`src/rtl/uart_tx_arb.sv`:
```
// Arbitrates NREQ toggle-handshake requesters onto a single uart_send port.
// Round-robin selection with optional per-requester lock across consecutive words.
module uart_tx_arb #(
  parameter int DATABITS = 8,
  parameter int NREQ     = 4
) (
  input  logic                     clk,
  input  logic                     reset,
  input  logic [NREQ*DATABITS-1:0] req_data,
  input  logic [NREQ-1:0]          req_seq,
  output logic [NREQ-1:0]          req_ack,
  input  logic [NREQ-1:0]          req_lock,
  output logic [DATABITS-1:0]      tx_data,
  output logic                     tx_seq,
  input  logic                     tx_ack,
  output logic [$clog2(NREQ)-1:0]  grant,
  output logic                     busy
);

  localparam int GW = $clog2(NREQ);

  typedef enum logic [1:0] {StDrain, StIdle, StSend} state_e;

  state_e              r_state, w_state_nxt;
  logic [DATABITS-1:0] r_tx_data, w_tx_data_nxt;
  logic                r_tx_seq, w_tx_seq_nxt;
  logic [NREQ-1:0]     r_req_ack, w_req_ack_nxt;
  logic [GW-1:0]       r_grant, w_grant_nxt;
  logic                r_owner, w_owner_nxt;
  logic                r_seq_cap, w_seq_cap_nxt;

  logic [NREQ-1:0]     w_pend;
  logic                w_locked;
  logic                w_found;
  logic [GW-1:0]       w_sel;
  logic [GW-1:0]       w_idx;

  assign w_pend   = req_seq ^ r_req_ack;
  assign w_locked = r_owner && req_lock[r_grant];

  // Round-robin scan starting one past the last grant; a live lock overrides it.
  always_comb begin
    w_found = 1'b0;
    w_sel   = r_grant;
    w_idx   = r_grant;
    for (int k = 1; k <= NREQ; k++) begin
      w_idx = GW'((int'(r_grant) + k) % NREQ);
      if (!w_found && w_pend[w_idx]) begin
        w_found = 1'b1;
        w_sel   = w_idx;
      end
    end
    if (w_locked) begin
      w_found = w_pend[r_grant];
      w_sel   = r_grant;
    end
  end

  always_comb begin
    w_state_nxt   = r_state;
    w_tx_data_nxt = r_tx_data;
    w_tx_seq_nxt  = r_tx_seq;
    w_req_ack_nxt = r_req_ack;
    w_grant_nxt   = r_grant;
    w_seq_cap_nxt = r_seq_cap;
    w_owner_nxt   = r_owner & req_lock[r_grant];
    unique case (r_state)
      // uart_send keeps its ack across our reset, so wait for it to match tx_seq.
      StDrain: begin
        if (tx_ack == r_tx_seq) w_state_nxt = StIdle;
      end
      StIdle: begin
        if (w_found) begin
          w_tx_data_nxt = req_data[w_sel*DATABITS +: DATABITS];
          w_tx_seq_nxt  = ~r_tx_seq;
          w_grant_nxt   = w_sel;
          w_seq_cap_nxt = req_seq[w_sel];
          w_owner_nxt   = req_lock[w_sel];
          w_state_nxt   = StSend;
        end
      end
      StSend: begin
        if (tx_ack == r_tx_seq) begin
          w_req_ack_nxt[r_grant] = r_seq_cap;
          w_state_nxt            = StIdle;
        end
      end
      default: w_state_nxt = StDrain;
    endcase
  end

  always_ff @(posedge clk or posedge reset) begin
    if (reset) begin
      r_state   <= StDrain;
      r_tx_data <= '0;
      r_tx_seq  <= 1'b0;
      r_req_ack <= '0;
      r_grant   <= GW'(NREQ - 1);
      r_owner   <= 1'b0;
      r_seq_cap <= 1'b0;
    end else begin
      r_state   <= w_state_nxt;
      r_tx_data <= w_tx_data_nxt;
      r_tx_seq  <= w_tx_seq_nxt;
      r_req_ack <= w_req_ack_nxt;
      r_grant   <= w_grant_nxt;
      r_owner   <= w_owner_nxt;
      r_seq_cap <= w_seq_cap_nxt;
    end
  end

  assign tx_data = r_tx_data;
  assign tx_seq  = r_tx_seq;
  assign req_ack = r_req_ack;
  assign grant   = r_grant;
  assign busy    = (r_state != StIdle);

endmodule

```
`config.mk`:
```
export PLATFORM = sky130hd
export DESIGN_NAME = uart_tx_arb
export DESIGN_NICKNAME = d
export VERILOG_FILES = /design/src/rtl/uart_tx_arb.sv
export SDC_FILE = /design/constraint.sdc
export NUM_CORES = 1
export LEC_CHECK = 0
export BUFFER_PORTS_ARGS = -buffer_cell sky130_fd_sc_hd__buf_4
export CORE_ASPECT_RATIO = 1.75
export CORE_UTILIZATION = 46
export DETAILED_ROUTE_END_ITERATION = 12
export HOLD_SLACK_MARGIN = 0.15
export PLACE_DENSITY_LB_ADDON = 0.2
export SLEW_MARGIN = 20
export SYNTH_ARGS = -nofsm -noshare
export SYNTH_HDL_FRONTEND = slang
export SYNTH_SLANG_ARGS = --single-unit
```
`constraint.sdc`:
```
create_clock -name clk -period 3.3 [get_ports clk]
set_input_delay 0.165 -clock clk [delete_from_list [all_inputs] [get_ports clk]]
set_output_delay 0.165 -clock clk [all_outputs]
set_load 0.02 [all_outputs]
```
After elaboration in Yosys (flattened, before gate mapping)
Index checks and enable logic that the tools add are counted.
{"block": "classes", "n_addsub": 4, "n_lt_le_gt_ge": 7, "n_eq_ne": 6, "shifts": 1, "muxes": 34, "bitwise": 3, "n_reduce_logical": 13}
{"op": "32-bit by 6-bit indexed part select with 8-bit output", "count": 1}
{"op": "2-bit by 3-bit less-than comparator with 1-bit output, second input constant", "count": 6}
{"op": "1-bit binary-select mux with 2-bit select", "count": 8}
{"op": "1-bit 2-to-1 mux", "count": 16}
{"op": "2-bit 2-to-1 mux", "count": 7}
{"op": "2-bit AND reduction", "count": 3}
{"op": "1-bit logical AND", "count": 5}
{"op": "2-bit by 1-bit adder with 2-bit output, second input constant", "count": 2}
{"op": "2-bit adder, second input constant", "count": 2}
{"op": "4-bit bitwise mux", "count": 1}
{"op": "2-bit by 1-bit inequality test with 1-bit output, second input constant", "count": 2}
{"op": "2-bit case mux with 2 select lines", "count": 1}
{"op": "4-bit XOR", "count": 1}
{"op": "1-bit zero test", "count": 3}
{"op": "1-bit demux with 2-bit select", "count": 1}
{"op": "2-bit by 1-bit == test with 1-bit output, second input constant", "count": 1}
{"op": "2-bit == test, second input constant", "count": 1}
{"op": "2-bit by 1-bit >= comparator with 1-bit output, second input constant", "count": 1}
{"op": "2-bit zero test", "count": 1}
{"op": "2-bit inequality test, second input constant", "count": 1}
{"op": "2-bit OR reduction", "count": 1}
{"op": "1-bit AND", "count": 1}
{"op": "1-bit == test", "count": 1}
{"op": "1-bit inverter", "count": 1}
{"block": "word_totals", "ff_bits": 19, "out_inout_bits": 16, "wordCells": 75}

Logic depth before layout (Yosys ltp)
{"block": "logic_depth", "ltp_word": 18, "depth_mapped": 9, "depth_no_buf": 7}

Worst setup path before layout
Ideal clock, no wire load.
{"block": "synth_path", "path_type": "register to register", "from": "reg r_grant[0] (netlist: grant[0])", "to": "reg r_owner", "setup_time_ns": 0.132, "arrival_ns": 2.292, "path_slack_ns": 0.877, "stages_incl_launch_ff": 10, "n_path_buf": 2, "synth_period_minus_slack_ns": 2.423, "path_cell_list": "dfstp_2 > buf_6 > mux4_2 > and2_4 > a21oi_2 > o21ai_2 > xnor2_2 > buf_6 > mux2i_1 > o221ai_2"}
{"block": "synth_via", "elab_chain_len": 18, "word_cells_on_any_way": 38}
{"item": "start: declaration", "line": "28", "rtl": "logic [GW-1:0] r_grant, w_grant_nxt;"}
{"item": "start signal: assignment", "line": "98", "rtl": "r_grant <= GW'(NREQ - 1);"}
{"item": "start signal: assignment", "line": "106", "rtl": "r_grant <= w_grant_nxt;"}
{"item": "2-bit by 1-bit adder with 2-bit output", "line": "47", "rtl": "w_idx = GW'((int'(r_grant) + k) % NREQ);"}
{"item": "1-bit binary-select mux with 2-bit select", "line": "48", "rtl": "if (!w_found && w_pend[w_idx]) begin"}
{"item": "1-bit 2-to-1 mux (implied by the code)", "line": "48"}
{"item": "1-bit 2-to-1 mux", "line": "48"}
{"item": "1-bit zero test", "line": "48"}
{"item": "1-bit logical AND", "line": "48"}
{"item": "1-bit 2-to-1 mux", "line": "48"}
{"item": "1-bit zero test", "line": "48"}
{"item": "(+3 left out)"}
{"item": "1-bit logical AND", "line": "48"}
{"item": "2-bit 2-to-1 mux", "line": "48"}
{"item": "2-bit 2-to-1 mux", "line": "53", "rtl": "if (w_locked) begin"}
{"item": "1-bit binary-select mux with 2-bit select", "line": "78", "rtl": "w_owner_nxt = req_lock[w_sel];"}
{"item": "1-bit 2-to-1 mux (implied by the code)", "line": "78"}
{"item": "1-bit 2-to-1 mux", "line": "73", "rtl": "if (w_found) begin"}
{"item": "1-bit 2-to-1 mux (*)", "line": "67", "rtl": "unique case (r_state)"}
{"item": "via w_owner_nxt", "line": "29", "rtl": "logic r_owner, w_owner_nxt;"}
{"item": "end signal: assignment", "line": "107", "rtl": "r_owner <= w_owner_nxt;"}
{"item": "end: declaration", "line": "29"}
Mark *: on every way through the listed nets, which the timed path passes. The rest lies on a longest branch. The select of a mux whose other input is x is not followed.
A chain may end at the register's enable or synchronous reset.

Worst setup path in the final report
{"block": "layout_path", "from": "reg r_grant[0] (netlist: grant[0])", "to": "reg r_tx_data[7] (netlist: tx_data[7])"}
{"block": "layout_via", "elab_chain_len": 15, "word_cells_on_any_way": 35}
{"item": "2-bit by 1-bit adder with 2-bit output", "line": "47"}
{"item": "1-bit binary-select mux with 2-bit select", "line": "48"}
{"item": "1-bit 2-to-1 mux (implied by the code)", "line": "48"}
{"item": "1-bit 2-to-1 mux", "line": "48"}
{"item": "1-bit zero test", "line": "48"}
{"item": "1-bit logical AND", "line": "48"}
{"item": "1-bit 2-to-1 mux", "line": "48"}
{"item": "1-bit zero test", "line": "48"}
{"item": "1-bit logical AND", "line": "48"}
{"item": "1-bit 2-to-1 mux", "line": "48"}
{"item": "1-bit zero test", "line": "48"}
{"item": "1-bit logical AND", "line": "48"}
{"item": "2-bit 2-to-1 mux / 1-bit 2-to-1 mux (equally long branches)", "line": "48"}
{"item": "2-bit 2-to-1 mux / 1-bit 2-to-1 mux (equally long branches)", "line": "53"}
{"item": "32-bit by 6-bit indexed part select with 8-bit output / 2-bit AND reduction (equally long branches)"}
{"item": "end signal: assignment", "line": "103", "rtl": "r_tx_data <= w_tx_data_nxt;"}
{"item": "end: declaration", "line": "25", "rtl": "logic [DATABITS-1:0] r_tx_data, w_tx_data_nxt;"}
Several ways; a longest one is shown, not always the timed one. The select of a mux whose other input is x is not followed.

==> run_results.csv <==
group,metric,value,unit
global_route,grt_max_degree,20,
placement,port_buffers,58,
clock_network,cts.htree.levels,1,
timing,slew-limit-headroom,51.37,%
worst_hold_path,hold_class,"primary input to register",
finish,seqCellArea,478.0,sq um
timing,slew_violations,0,
finish,final_util,66.39,%
synth,syn-cell-area,1471,sq um
synth,synth_top_cell_by_area,"dfrtp_1",
global_route,grt_pass1_vias,1330,
worst_setup_path,crit_arrival,2.85,ns
status,outcome,"complete, no violations",
timing,tightest_slew,0.7286,ns
clock_network,tritoncts,"yes",
clock_network,cts_setup_buffers,0,
clock_network,max-clock-path-buffers,2,
flow_run,cap_viol_max_count,0,
synth,synth_top_area_share,28.91,%
worst_setup_path,required,3.47,ns
floorplanning,rows,26,
route,avgViaCountPerCell,5.374,
timing,period_minus_slack,2.684,ns
synth,yosysUniqueCellTypes,39,
global_route,met1_usage,24.39,%
clock_network,cts_buffers,3,
synth,synth.ff_latch_count,19,
placement,dpl.hpwl,2.972,mm
synth,synth_edf_count,0,
worst_setup_path,endpoint_kind,"register",
worst_setup_path,crit_slowest_cell,"dfstp_2",
finish,diodes,0,
floorplanning,start_util,49.16,%
worst_setup_path,crit_type,"register to register",
global_route,antenna_found_initial,0,
global_route,busiest_layer,"met2",
floorplanning,ios,59,
route,dr.pass1.iters,4,
finish,layoutNonFillerInstCount,230,
pwr,p_per_area,1259,nW/um^2
route,routedWlPerCell,16.04,um
worst_setup_path,critical_path.startpoint_type,"register",
pwr,p_leak,0.9518,nW
route,drc,0,
finish,layout_common_cells,"buf_4, mux2i_1, nand2_1",
worst_setup_path,critical_path.cell_chain,"mux4_2 > and2_4 > o31ai_4 > nand2b_1 > buf_4 > a21o_1 > o221ai_1",
global_route,grt_pass1_wl,6.003,mm
worst_setup_path,cp_max_fo,14,
finish,area_delta_synth_final,35.03,%
floorplanning,dieArea,3438,sq um
timing,setup_viol,0,
timing,fin_crit_sh,81.33,%
synth,post_synth.cell_area_avg,11.41,sq um
pwr,irDropWorstVdd,0.9003,mV
clock_network,insertion_delay,0.26,ns
global_route,grt-ovfl-total,0,
clock_network,ctsRootBufferMaster,"clkbuf_8",
global_route,grt_util_met3,1.882,%
placement,dp.cells,225,
clock_network,cts_resized,0,
timing,hold_violations,0,
timing,skew,0.005206,ns
synth,ys_seq_area_share,32.48,%
placement,routabilityCongestion,0.8957,
floorplanning,die_w,44.76,um
global_route,met2_usage,44.85,%
global_route,grt_usage,23.49,%
floorplanning,die_h,76.82,um
timing,rsz0062_at_grt,"no",
synth,ys_warn_count,0,
floorplanning,core_area,2993,sq um
synth,synth.area.top_cells,"dfrtp_1, mux2i_1, o221ai_2",
finish,drive_gt1_share,49.47,%
route,first_iter_violations,16,
synth,ys.flop_type,"dfrtp_1",
finish,multiInputGateArea,927.1,sq um
clock_network,cts_num_sinks,19,
finish,fill_cells,283,
finish,final_nets,236,
route,ant_nets,0,
synth,synth_nets,176,
finish,layout_commonest_cell,"buf_4",
timing,fin_tns_setup,0,ns
route,routed_wl,3.689,mm
clock_network,clkTransAtPathRegs,0.07,ns
synth,synthCells,129,
route,vias,1236,
synth,ys_async_sr_fraction,100.0,%
worst_setup_path,slowest_delay,0.66,ns
timing,max_freq,372.6,MHz
## stage by stage
step / cell area, sq um / setup slack [ns] / power (mW) / hold WS, ns
after floorplan: 1471 / 0.8766 / 1.940 / 0.1147
after global placement: 1932 / 0.6684 / 2.271 / 0.3189
after detailed placement: 1932 / 0.5765 / 2.351 / 0.3332
after CTS: 1987 / 0.5796 / 2.519 / 0.2276
after global routing: 1987 / 0.4928 / 2.655 / 0.2381
final: 1987 / 0.6161 / 2.501 / 0.2241
## power by group
group	switching [mW]	internal, mW	total [mW]	leakage, nW
combinational	0.964	0.881	1.84	0.696
clock	0.0766	0.0858	0.162	0.0228
sequential	0.132	0.362	0.494	0.233
## worst max-delay path, delay by kind of cell (launching register included)
kind	cells	cell delay [ns]
AOI/OAI and AO/OA	3	0.91
DFF	1	0.66
muxes	1	0.52
and+or+nand+nor	2	0.30
buffers and inverters	1	0.20
## path summary, 6_finish.rpt
kind,startpoint,end,slack (ns),cells past startpoint
max in group asynchronous,reset,r_owner,2.24,3
min in group asynchronous,reset,req_ack[2],0.60,3
worst max-delay path,grant[0],tx_data[7],0.62,7
worst min-delay path,req_data[23],tx_data[7],0.22,3
worst min register to register,tx_data[1],tx_data[1],0.51,2
worst max register to register,grant[0],tx_data[7],0.62,7
## repair_timing
item	4_1_cts	5_1_grt
setup endpoints to repair	0	0
hold buffers	1	0
endpoints found under the hold margin	17	0
## kinds of logic after synthesis
family,count (synthesis),share of synthesized area [%]
simple gates,34,12.42
flops,19,32.48
buf+inv,9,4.507
fa+ha+maj,4,3.401
mux,31,22.36
compound gates,22,17.35
xor+xnor,10,7.483
## state kept, by name, summed over array words and instances, names as in the netlist
register and count:
r_seq_cap 1, req_ack 4, tx_data 8, r_state 2, tx_seq 1, r_owner 1
grant 2
## cells in the mapped netlist, types with 2 or more instances
| library cell | count |
|---|---|
| mux2i_1 | 25 |
| nand2_1 | 19 |
| dfrtp_1 | 17 |
| o221ai_2 | 9 |
| mux2_2 | 5 |
| buf_6 | 4 |
| ha_1 | 4 |
| xnor2_1 | 4 |
| nand2b_1 | 3 |
| xor2_1 | 3 |
| buf_2 | 2 |
| dfstp_2 | 2 |
| inv_2 | 2 |
| nor2_1 | 2 |
| nor3_1 | 2 |
| o22ai_1 | 2 |
| xor2_2 | 2 |
## routing by layer
layer,up-vias,part of all wire (%)
met5,-,0
met2,44,59
met3,8,2.8
met1,596,36
met4,0,2.4
li1,588,-
## cell type report
class,count,share of cell area (%)
multi-input combinational,101,46.66
sequential,19,24.06
timing repair buffer,61,23.80
tap,42,2.645
clock buffer,4,2.267
inverter,3,0.5667
No activity file was read; power rests on OpenSTA's default activity.
